===== src/rtl/load_cycle_controller.sv =====
// rtl/load_cycle_controller.sv - multi-cycle load-word sequencer (decode, address, memory read, write-back)
//
// Ports:
//   clk, reset          : single clock, synchronous active-low reset
//   start, instr        : request and instruction word, accepted only when idle
//   read_reg1/reg_data1 : register-file read port (rs of the captured instruction)
//   reg_write, write_reg, write_data : register-file write port (rt, loaded word)
//   mem_req, mem_addr, mem_ack, mem_rdata : data-memory read handshake
//   busy, done, err, err_code : status; done/err are single-cycle pulses
module load_cycle_controller #(
    parameter int unsigned TIMEOUT = 255
) (
    input  logic        clk,
    input  logic        reset,
    input  logic        start,
    input  logic [31:0] instr,
    output logic [4:0]  read_reg1,
    input  logic [31:0] reg_data1,
    output logic        reg_write,
    output logic [4:0]  write_reg,
    output logic [31:0] write_data,
    output logic        mem_req,
    output logic [31:0] mem_addr,
    input  logic        mem_ack,
    input  logic [31:0] mem_rdata,
    output logic        busy,
    output logic        done,
    output logic        err,
    output logic [1:0]  err_code
);

    typedef enum logic [2:0] {
        S_IDLE,
        S_DECODE,
        S_EXEC,
        S_MEM,
        S_WB
    } state_t;

    localparam logic [5:0] OP_LW     = 6'b100011;
    // The abort decision is taken in the last permitted MEM cycle, so the
    // comparison is against TIMEOUT-1 (counter value during that cycle).
    localparam logic [7:0] LAST_WAIT = 8'(TIMEOUT - 1);

    state_t      state, state_nx;
    logic [31:0] instr_q;
    logic [31:0] addr_q;
    logic [31:0] data_q;
    logic [7:0]  wait_cnt;
    logic [1:0]  code_q, code_nx;
    logic [31:0] eff_addr;
    logic        err_raw;
    logic        done_raw;

    // Carry out of bit 31 is dropped, giving the required modulo-2^32 wrap.
    assign eff_addr = reg_data1 + {{16{instr_q[15]}}, instr_q[15:0]};

    always_comb begin
        state_nx = state;
        code_nx  = code_q;
        err_raw  = 1'b0;
        done_raw = 1'b0;
        case (state)
            S_IDLE: begin
                if (start) begin
                    state_nx = S_DECODE;
                    code_nx  = 2'b00;
                end
            end
            S_DECODE: begin
                if (instr_q[31:26] == OP_LW) begin
                    state_nx = S_EXEC;
                end else begin
                    err_raw  = 1'b1;
                    code_nx  = 2'b01;
                    state_nx = S_IDLE;
                end
            end
            S_EXEC: begin
                if (eff_addr[1:0] != 2'b00) begin
                    err_raw  = 1'b1;
                    code_nx  = 2'b10;
                    state_nx = S_IDLE;
                end else begin
                    state_nx = S_MEM;
                end
            end
            S_MEM: begin
                // An ack in the final permitted cycle still wins over the abort.
                if (mem_ack) begin
                    state_nx = S_WB;
                end else if (wait_cnt == LAST_WAIT) begin
                    err_raw  = 1'b1;
                    code_nx  = 2'b11;
                    state_nx = S_IDLE;
                end
            end
            S_WB: begin
                done_raw = 1'b1;
                state_nx = S_IDLE;
            end
            default: state_nx = S_IDLE;
        endcase
    end

    always_ff @(posedge clk) begin
        if (!reset) begin
            state    <= S_IDLE;
            instr_q  <= '0;
            addr_q   <= '0;
            data_q   <= '0;
            wait_cnt <= '0;
            code_q   <= 2'b00;
        end else begin
            state  <= state_nx;
            code_q <= code_nx;
            if (state == S_IDLE && start) begin
                instr_q <= instr;
            end
            if (state == S_EXEC) begin
                addr_q   <= eff_addr;
                wait_cnt <= '0;
            end
            if (state == S_MEM) begin
                if (mem_ack) begin
                    data_q <= mem_rdata;
                end else begin
                    wait_cnt <= wait_cnt + 8'd1;
                end
            end
        end
    end

    // Strobes are qualified with reset so nothing fires in a cycle where
    // reset is asserted, even before the state register has been cleared.
    assign read_reg1  = instr_q[25:21];
    assign write_reg  = instr_q[20:16];
    assign write_data = data_q;
    assign mem_addr   = addr_q;
    assign mem_req    = reset && (state == S_MEM);
    assign reg_write  = reset && (state == S_WB) && (instr_q[20:16] != 5'd0);
    assign done       = reset && done_raw;
    assign err        = reset && err_raw;
    assign busy       = (state != S_IDLE);
    assign err_code   = code_q;

endmodule


===== config.mk =====
export PLATFORM = sky130hd
export DESIGN_NAME = load_cycle_controller
export DESIGN_NICKNAME = d
export VERILOG_FILES = /design/src/rtl/load_cycle_controller.sv
export SDC_FILE = /design/constraint.sdc
export NUM_CORES = 1
export LEC_CHECK = 0
export CORE_MARGIN = 1
export CORE_UTILIZATION = 25
export CTS_CLUSTER_SIZE = 12
export DETAILED_ROUTE_END_ITERATION = 8
export DONT_BUFFER_PORTS = 1
export SYNTH_ARGS = -nofsm -noshare
export SYNTH_HDL_FRONTEND = slang
export SYNTH_SLANG_ARGS = --single-unit

===== constraint.sdc =====
create_clock -name clk -period 3.5 [get_ports clk]
set_clock_uncertainty 0.15 [all_clocks]
set_input_delay 0.875 -clock clk [delete_from_list [all_inputs] [get_ports clk]]
set_output_delay 0.875 -clock clk [all_outputs]
set_load 0.05 [all_outputs]

# Word-level counts from Yosys, hierarchy flattened
# Cells that the tools add are included.
# totals
mem_bits_rw	0
inputBits	100
out_inout_bits	81
mem_bits_ro	0
ff_bits	109
mem_count	0
latchBits	0
# classes
muxes	21
shift	0
n_div	0
bitwise_logic	0
add_sub_neg	2
multipliers	0
reduce_logical	14
order_cmp	0
n_eq_ne	12
# op_table
cell	n
32-bit adder	1
8-bit 2-to-1 mux	3
2-bit 2-to-1 mux	7
3-bit case mux with 4 select lines	1
2-bit != test, second input constant	5
3-bit 2-to-1 mux	3
8-bit by 1-bit adder with 8-bit output, second input constant	1
8-bit equality test, second input constant	1
2-bit case mux with 4 select lines	1
3-bit by 2-bit equality test with 1-bit output, second input constant	2
6-bit equality test, second input constant	1
1-bit logical AND	6
6-bit AND reduction	1
1-bit 2-to-1 mux	5
5-bit nonzero test	1
2-bit AND reduction	2
4-bit nonzero test	1
3-bit by 1-bit equality test with 1-bit output, second input constant	1
3-bit equality test, second input constant	1
3-bit zero test	1
3-bit != test, second input constant	1
1-bit case mux with 3 select lines	1
3-bit nonzero test	1
2-bit nonzero test	1

# Longest topological paths before layout
# Gate-level depths: netlist of run 1.
# depth
word_depth	5
ltp_mapped	10
mapped_depth_nobuf	10

# Least setup slack after synthesis of run 1
# No wires, ideal clock.
# synth_timing
path_type	input to output
startpoint	input port reg_data1[0]
endpoint	output port err
t_arrival_ns	3.292
slack_ns	-0.817
path_buffers	0
required_ns	2.475
stages	6
cell_sequence	ha_1 -> fa_1 -> nor2_1 -> nor3_1 -> a311oi_1 -> nor4_1
# synth_via
elab_chain_len	5
# synth_rtl
item	line	text
start: declaration	18	input logic [31:0] reg_data1,
32-bit adder	56	assign eff_addr = reg_data1 + {{16{instr_q[15]}}, instr_q[15:0]};
via eff_addr[1]	51	logic [31:0] eff_addr;
2-bit nonzero test	80	if (eff_addr[1:0] != 2'b00) begin
1-bit 2-to-1 mux	80	
1-bit case mux with 3 select lines	63	case (state)
1-bit logical AND	143	assign err = reset && err_raw;
end: declaration	28	output logic err,
# The timed path passes the listed nets, and every way through them passes these cells.

# Worst setup path in the final report of run 1
# Same ends and word-level chain as after synthesis.

==> summary.txt, run 1 <==
status: finished, violations left
failing checks: design-rule violations
post-DP HPWL: 12.4 mm
Hold Crit Class: reg2reg
CP max FO: 3
WL final: 16.4 mm
commonest non-fill, non-tap cell in the layout: nand2_1
FP Rows: 54
final setup fails: 0
worst slew pin tran: 1110 ps
Max clock buf depth: 2
pwr/cell area: 435 mW/mm²
first-pass GRT wire length: 25.3 mm
sequential share of the synthesized area: 38.5%
Post-DRT Antenna Nets: 0
met3 usage: 5.26%
setup bufs post-CTS: 0
mux contribution to synthesized area: 0.728%
worst-skew pair later-pin latency: 370 ps
post_cts resized: 0
hold-fix buffers at CTS: 0
Top FF cell, synth: dfxtp_1
cell area after synthesis: 0.00567 mm²
worst rel slew slack: 25.8%
met1 usage: 17.9%
GRT Max-Usage Layer: met2
Synth area leaders: dfxtp_1 (38%), nand2_1 (12%), a21oi_1 (10%)
Mapped Nets: 885
Netlist cell types: 55
Root Buffer: clkbuf_16
Max Slew Vio Count: 0
Final Hold Vio Count: 0
Post-Synthesis Cells: 751
Synth Register Bits: 109
crit path time final: 3420 ps
nature of the critical path endpoint: output pin
largest net degree at the start of global routing: 61
Worst-path clk slew: 80 ps
die width: 153 µm
post-route insts no fill: 1011
DP Cell Count: 995
Yosys warning total: 0
vias per std cell: 4.89
post-synthesis xor/xnor area fraction: 3.71%
post-synthesis adder-cell area fraction: 7.64%
fmax: 293 MHz
Synth async-reset ratio: 0%
critical path data arrival time: 2390 ps
die footprint: 0.0233 mm²
Wirelength per Cell: 16.2 µm
Crit Path Category: in2out
post-synthesis compound-gate area fraction: 21.7%
syn avg cell area: 7.55 µm²
Core ar.: 0.0220 mm²
Area Growth Syn to Fin: 9.98%
fin crit share: 97.6%
CTS tree: built
cell taking the most area after synthesis: dfxtp_1
DRT Pass-1 Iters: 7
initial DRC count: 375
area of the multi-input gates: 0.00322 mm²
unrepaired setup endpoints after global routing: no
vias in the first global route: 4500
Post-synth EDFFs: 0
routed vias: 4947
diodes inserted: 0
initial core utilization: 25.7%
grt met2 use: 21.1%
Layout Utilization: 28.3%
share of post-route cells with drive strength above 1: 5.75%
io pins: 181
htree depth: 3
total grt overflow: 0
Reg area: 0.00218 mm²
GPL Wtd Cong: 0.807
max-cap viol count: 0
number of remaining DRC errors: 5
Leakage Power: 2.38 nW
Worst setup SP type: input pin
Layout fillers: 2407
share of Yosys cell area claimed by the top area cell type: 38.5%
die height: 153 µm
post-synthesis simple-gate area fraction: 22.7%
IO Port Bufs: 0
commonest non-fill, non-tap cells in the layout: nand2_1 (187), a21oi_1 (118), dfxtp_1 (109)
maximum vdd ir drop: 246 µV
largest family of logic cells by synthesized area: simple AND/OR/NAND/NOR gates
Worst Path Required: 2470 ps
total track usage: 14.0%
nets: 860
CTS Sinks: 109
total CTS buffers: 9
antenna violations before repair: 0
-- sequential cells by signal, summed over array words and instances, names as in the netlist --
signal      cells
err_code        2
instr_q        32
mem_addr       32
state           3
wait_cnt        8
write_data     32
-- metal layers --
layer | part of all wire [%] | vias up
met4 | 2.3 | 0
met1 | 46 | 2255
met2 | 44 | 135
li1 | - | 2536
met3 | 7.6 | 21
met5 | 0 | -
-- cell type report --
class / instances / area share (%)
multi-input combinational: 575 / 51.6
sequential: 109 / 35.0
timing repair buffer: 16 / 2.13
clock inverter: 7 / 1.12
tap: 280 / 5.62
clock buffer: 9 / 3.61
inverter: 15 / 0.903
-- cell usage after synthesis (6+ instances only) --
master / number
nand4_1: 11
nor2_1: 52
clkbuf_1: 39
dfxtp_1: 109
a211oi_1: 6
nand3_1: 15
o21a_1: 6
a31oi_1: 6
a21oi_1: 118
xor2_1: 8
a21o_1: 18
buf_4: 10
and3_1: 7
ha_1: 33
inv_1: 14
xnor2_1: 16
nand2_1: 187
nor3_1: 10
o21ai_0: 28
-- metrics by stage --
step,setup TNS (ps),hold WS (ps),power (W),worst slack [ps],area (µm²)
3_3_place_gp,0,296,0.00169,35.3,5940
5_1_grt,0,323,0.00285,2.57,6230
3_5_place_dp,0,301,0.00169,18.8,5940
6_report,0,309,0.00271,83.9,6230
4_1_cts,0,313,0.00275,79.2,6230
2_1_floorplan,-30.3,282,0.00162,-30.3,5680
-- critical path, cell delays in order --
cell	delay (ps)
ha_1	200
fa_1	450
nor2_1	180
nor3_1	60
a311oi_1	250
buf_4	160
nor4_4	40
buf_12	170
-- where the power goes --
group / internal, W / leakage (nW) / switching (W)
clock: 0.000503 / 0.141 / 0.000551
sequential: 0.00126 / 0.883 / 0.0000432
combinational: 0.000137 / 1.36 / 0.000219
-- logic make-up (layout without fill, tap and decap cells) --
logic type	Yosys count	in the layout
simple gates	304	304
flops	109	109
buf+inv	67	47
xor+xnor	24	24
mux	4	4
compound gates	209	209
fa+ha+maj	34	34
-- worst paths after layout --
| check | from | end | slack (ps) | cells past startpoint |
|---|---|---|---|---|
| setup / recovery | reg_data1[0] | err | 80 | 8 |
| hold / removal | instr_q[30]$_SDFFE_PN0P_ | instr_q[30]$_SDFFE_PN0P_ | 310 | 2 |
| hold reg to reg | instr_q[30]$_SDFFE_PN0P_ | instr_q[30]$_SDFFE_PN0P_ | 310 | 2 |
| setup reg to reg | instr_q[0]$_SDFFE_PN0P_ | mem_addr[26]$_SDFFE_PN0P_ | 590 | 10 |
(Power assumes the default switching activity.)
==> run 2: changes to the inputs <==
--- a/config.mk
+++ b/config.mk
@@ -5,11 +5,14 @@
 export SDC_FILE = /design/constraint.sdc
 export NUM_CORES = 1
 export LEC_CHECK = 0
+export CELL_PAD_IN_SITES_DETAIL_PLACEMENT = 1
+export CELL_PAD_IN_SITES_GLOBAL_PLACEMENT = 2
 export CORE_MARGIN = 1
 export CORE_UTILIZATION = 25
 export CTS_CLUSTER_SIZE = 12
 export DETAILED_ROUTE_END_ITERATION = 8
 export DONT_BUFFER_PORTS = 1
+export PLACE_DENSITY_LB_ADDON = 0.1
 export SYNTH_ARGS = -nofsm -noshare
 export SYNTH_HDL_FRONTEND = slang
 export SYNTH_SLANG_ARGS = --single-unit
==> constraint.sdc (replaced) <==
create_clock -name clk -period 3.7 [get_ports clk]
set_clock_uncertainty 0.15 [all_clocks]
set_input_delay 0.925 -clock clk [delete_from_list [all_inputs] [get_ports clk]]
set_output_delay 0.925 -clock clk [all_outputs]
set_load 0.05 [all_outputs]
==> summary.txt, run 2 (same netlist as run 1, synthesis figures left out) <==
status: finished, violations left
failing checks: design-rule violations
crit path time final: 3580 ps
Area Growth Syn to Fin: 9.20%
Total Neg Setup Slack: 0 ps (unchanged)
Worst setup SP type: input pin
Final Hold Vio Count: 0 (unchanged)
fmax: 280 MHz
FF-to-FF path depth: 10 (unchanged)
setup bufs post-CTS: 0 (unchanged)
worst slew pin tran: 1150 ps (+39.9 ps)
IO Port Bufs: 0 (unchanged)
die width: 153 µm (unchanged)
vias per std cell: 5.00 (+2.2%)
Worst Path Required: 2620 ps (+150 ps)
number of remaining DRC errors: 7 (+2)
maximum vdd ir drop: 163 µV (-34%)
max-cap viol count: 0 (unchanged)
first-pass GRT wire length: 28.7 mm (+13%)
worst reg2reg startpoint: instr_q[0]$_SDFFE_PN0P_
unrepaired setup endpoints after global routing: no
vias in the first global route: 5223 (+16%)
Core ar.: 0.0220 mm² (unchanged)
Leakage Power: 2.35 nW (-1.3%)
Max Slew Vio Count: 0 (unchanged)
worst reg2reg endpoint: mem_addr[26]$_SDFFE_PN0P_
Worst Hold Launch: instr_q[26]$_SDFFE_PN0P_
fin crit share: 96.6%
CP max FO: 3 (unchanged)
total track usage: 15.5% (+1.5 points)
WL final: 17.9 mm (+8.9%)
antenna violations before repair: 0 (unchanged)
critical path data arrival time: 2500 ps (+110 ps)
GPL Wtd Cong: 0.774 (-4.1%)
Layout Utilization: 28.1% (-0.20 points)
CTS Sinks: 109 (unchanged)
worst rel slew slack: 23.3% (-2.5 points)
initial DRC count: 194 (-48%)
total CTS buffers: 9 (unchanged)
Max clock buf depth: 2 (unchanged)
io pins: 181 (unchanged)
die footprint: 0.0233 mm² (unchanged)
worst-skew pair later-pin latency: 360 ps (about the same)
Wirelength per Cell: 17.8 µm (+9.5%)
Reg2Reg Setup Slack: 660 ps (+70 ps)
routed vias: 5029 (+1.7%)
share of post-route cells with drive strength above 1: 5.10% (-0.65 points)
initial core utilization: 25.7% (unchanged)
Worst-path clk slew: 80 ps (about the same)
total grt overflow: 0 (unchanged)
worst setup path end: err
die height: 153 µm (unchanged)
nets: 856 (-0.47%)
commonest non-fill, non-tap cell in the layout: nand2_1
Root Buffer: clkbuf_16
commonest non-fill, non-tap cells in the layout: nand2_1 (187), a21oi_1 (118), dfxtp_1 (109)
post_cts resized: 0 (unchanged)
hold-fix buffers at CTS: 0 (unchanged)
largest net degree at the start of global routing: 80 (+31%)
Hold Crit Class: reg2reg
Hold Crit Depth: 2 (unchanged)
pwr/cell area: 411 mW/mm² (-5.7%)
nature of the critical path endpoint: output pin
FP Rows: 54 (unchanged)
htree depth: 3 (unchanged)
crit path launch: reg_data1[0]
post-DP HPWL: 13.7 mm (+11%)
final setup fails: 0 (unchanged)
CTS tree: built
Crit Path Category: in2out
Post-DRT Antenna Nets: 0 (unchanged)
diodes inserted: 0 (unchanged)
DRT Pass-1 Iters: 8 (+1)
run 2: through the flow:
step / hold slack [ps] / worst slack (ps) / power [W] / area, µm² / instances
6_report: 309 / 125 / 0.00254 / 6190 / 1006
5_1_grt: 332 / 64.4 / 0.00269 / 6190 / 1006
4_1_cts: 314 / 125 / 0.00260 / 6190 / 1006
3_5_place_dp: 303 / 31.9 / 0.00161 / 5910 / 991
3_3_place_gp: 295 / 87.1 / 0.00161 / 5910 / 991
2_1_floorplan: 282 / 69.7 / 0.00153 / 5680 / 751
run 2: layer usage:
| layer | global-route usage (%) | share of wire (%) | up-vias |
|---|---|---|---|
| met5 | 0 | 0 | - |
| met4 | 5.24 | 1.4 | 0 |
| met3 | 4.49 | 6.8 | 16 |
| met2 | 25.9 | 47 | 109 |
| met1 | 19.1 | 45 | 2385 |
| li1 | - | - | 2519 |
run 2: worst min-delay path by stage:
| stage | end |
|---|---|
| CTS | instr_q[29]$_SDFFE_PN0P_ |
| finish | instr_q[26]$_SDFFE_PN0P_ |
| global route | instr_q[26]$_SDFFE_PN0P_ |
| floorplan | instr_q[27]$_SDFFE_PN0P_ |
| global placement | instr_q[26]$_SDFFE_PN0P_ |
| detailed placement | instr_q[29]$_SDFFE_PN0P_ |
run 2: layout make-up:
| type | count | area, µm² |
|---|---|---|
| Fill cell | 2689 | 15800 |
| Multi-Input combinational cell | 575 | 3220 |
| Sequential cell | 109 | 2180 |
| Tap cell | 280 | 350 |
| Clock buffer | 9 | 225 |
| Timing Repair Buffer | 12 | 103 |
| Inverter | 15 | 57.6 |
| Clock inverter | 6 | 55.1 |
run 2: critical path, stage by stage:
cell and delay, ps:
ha_1 220, fa_1 460, nor2_1 200, nor3_1 80, a311oi_1 250, buf_4 160
nor4_4 40, buf_12 170
run 2: power breakdown:
part,switching (W),leakage (nW),total (W),internal (W)
logic,0.000215,1.34,0.000342,0.000127
clock network,0.000500,0.132,0.000968,0.000468
registers,0.0000404,0.883,0.00123,0.00119
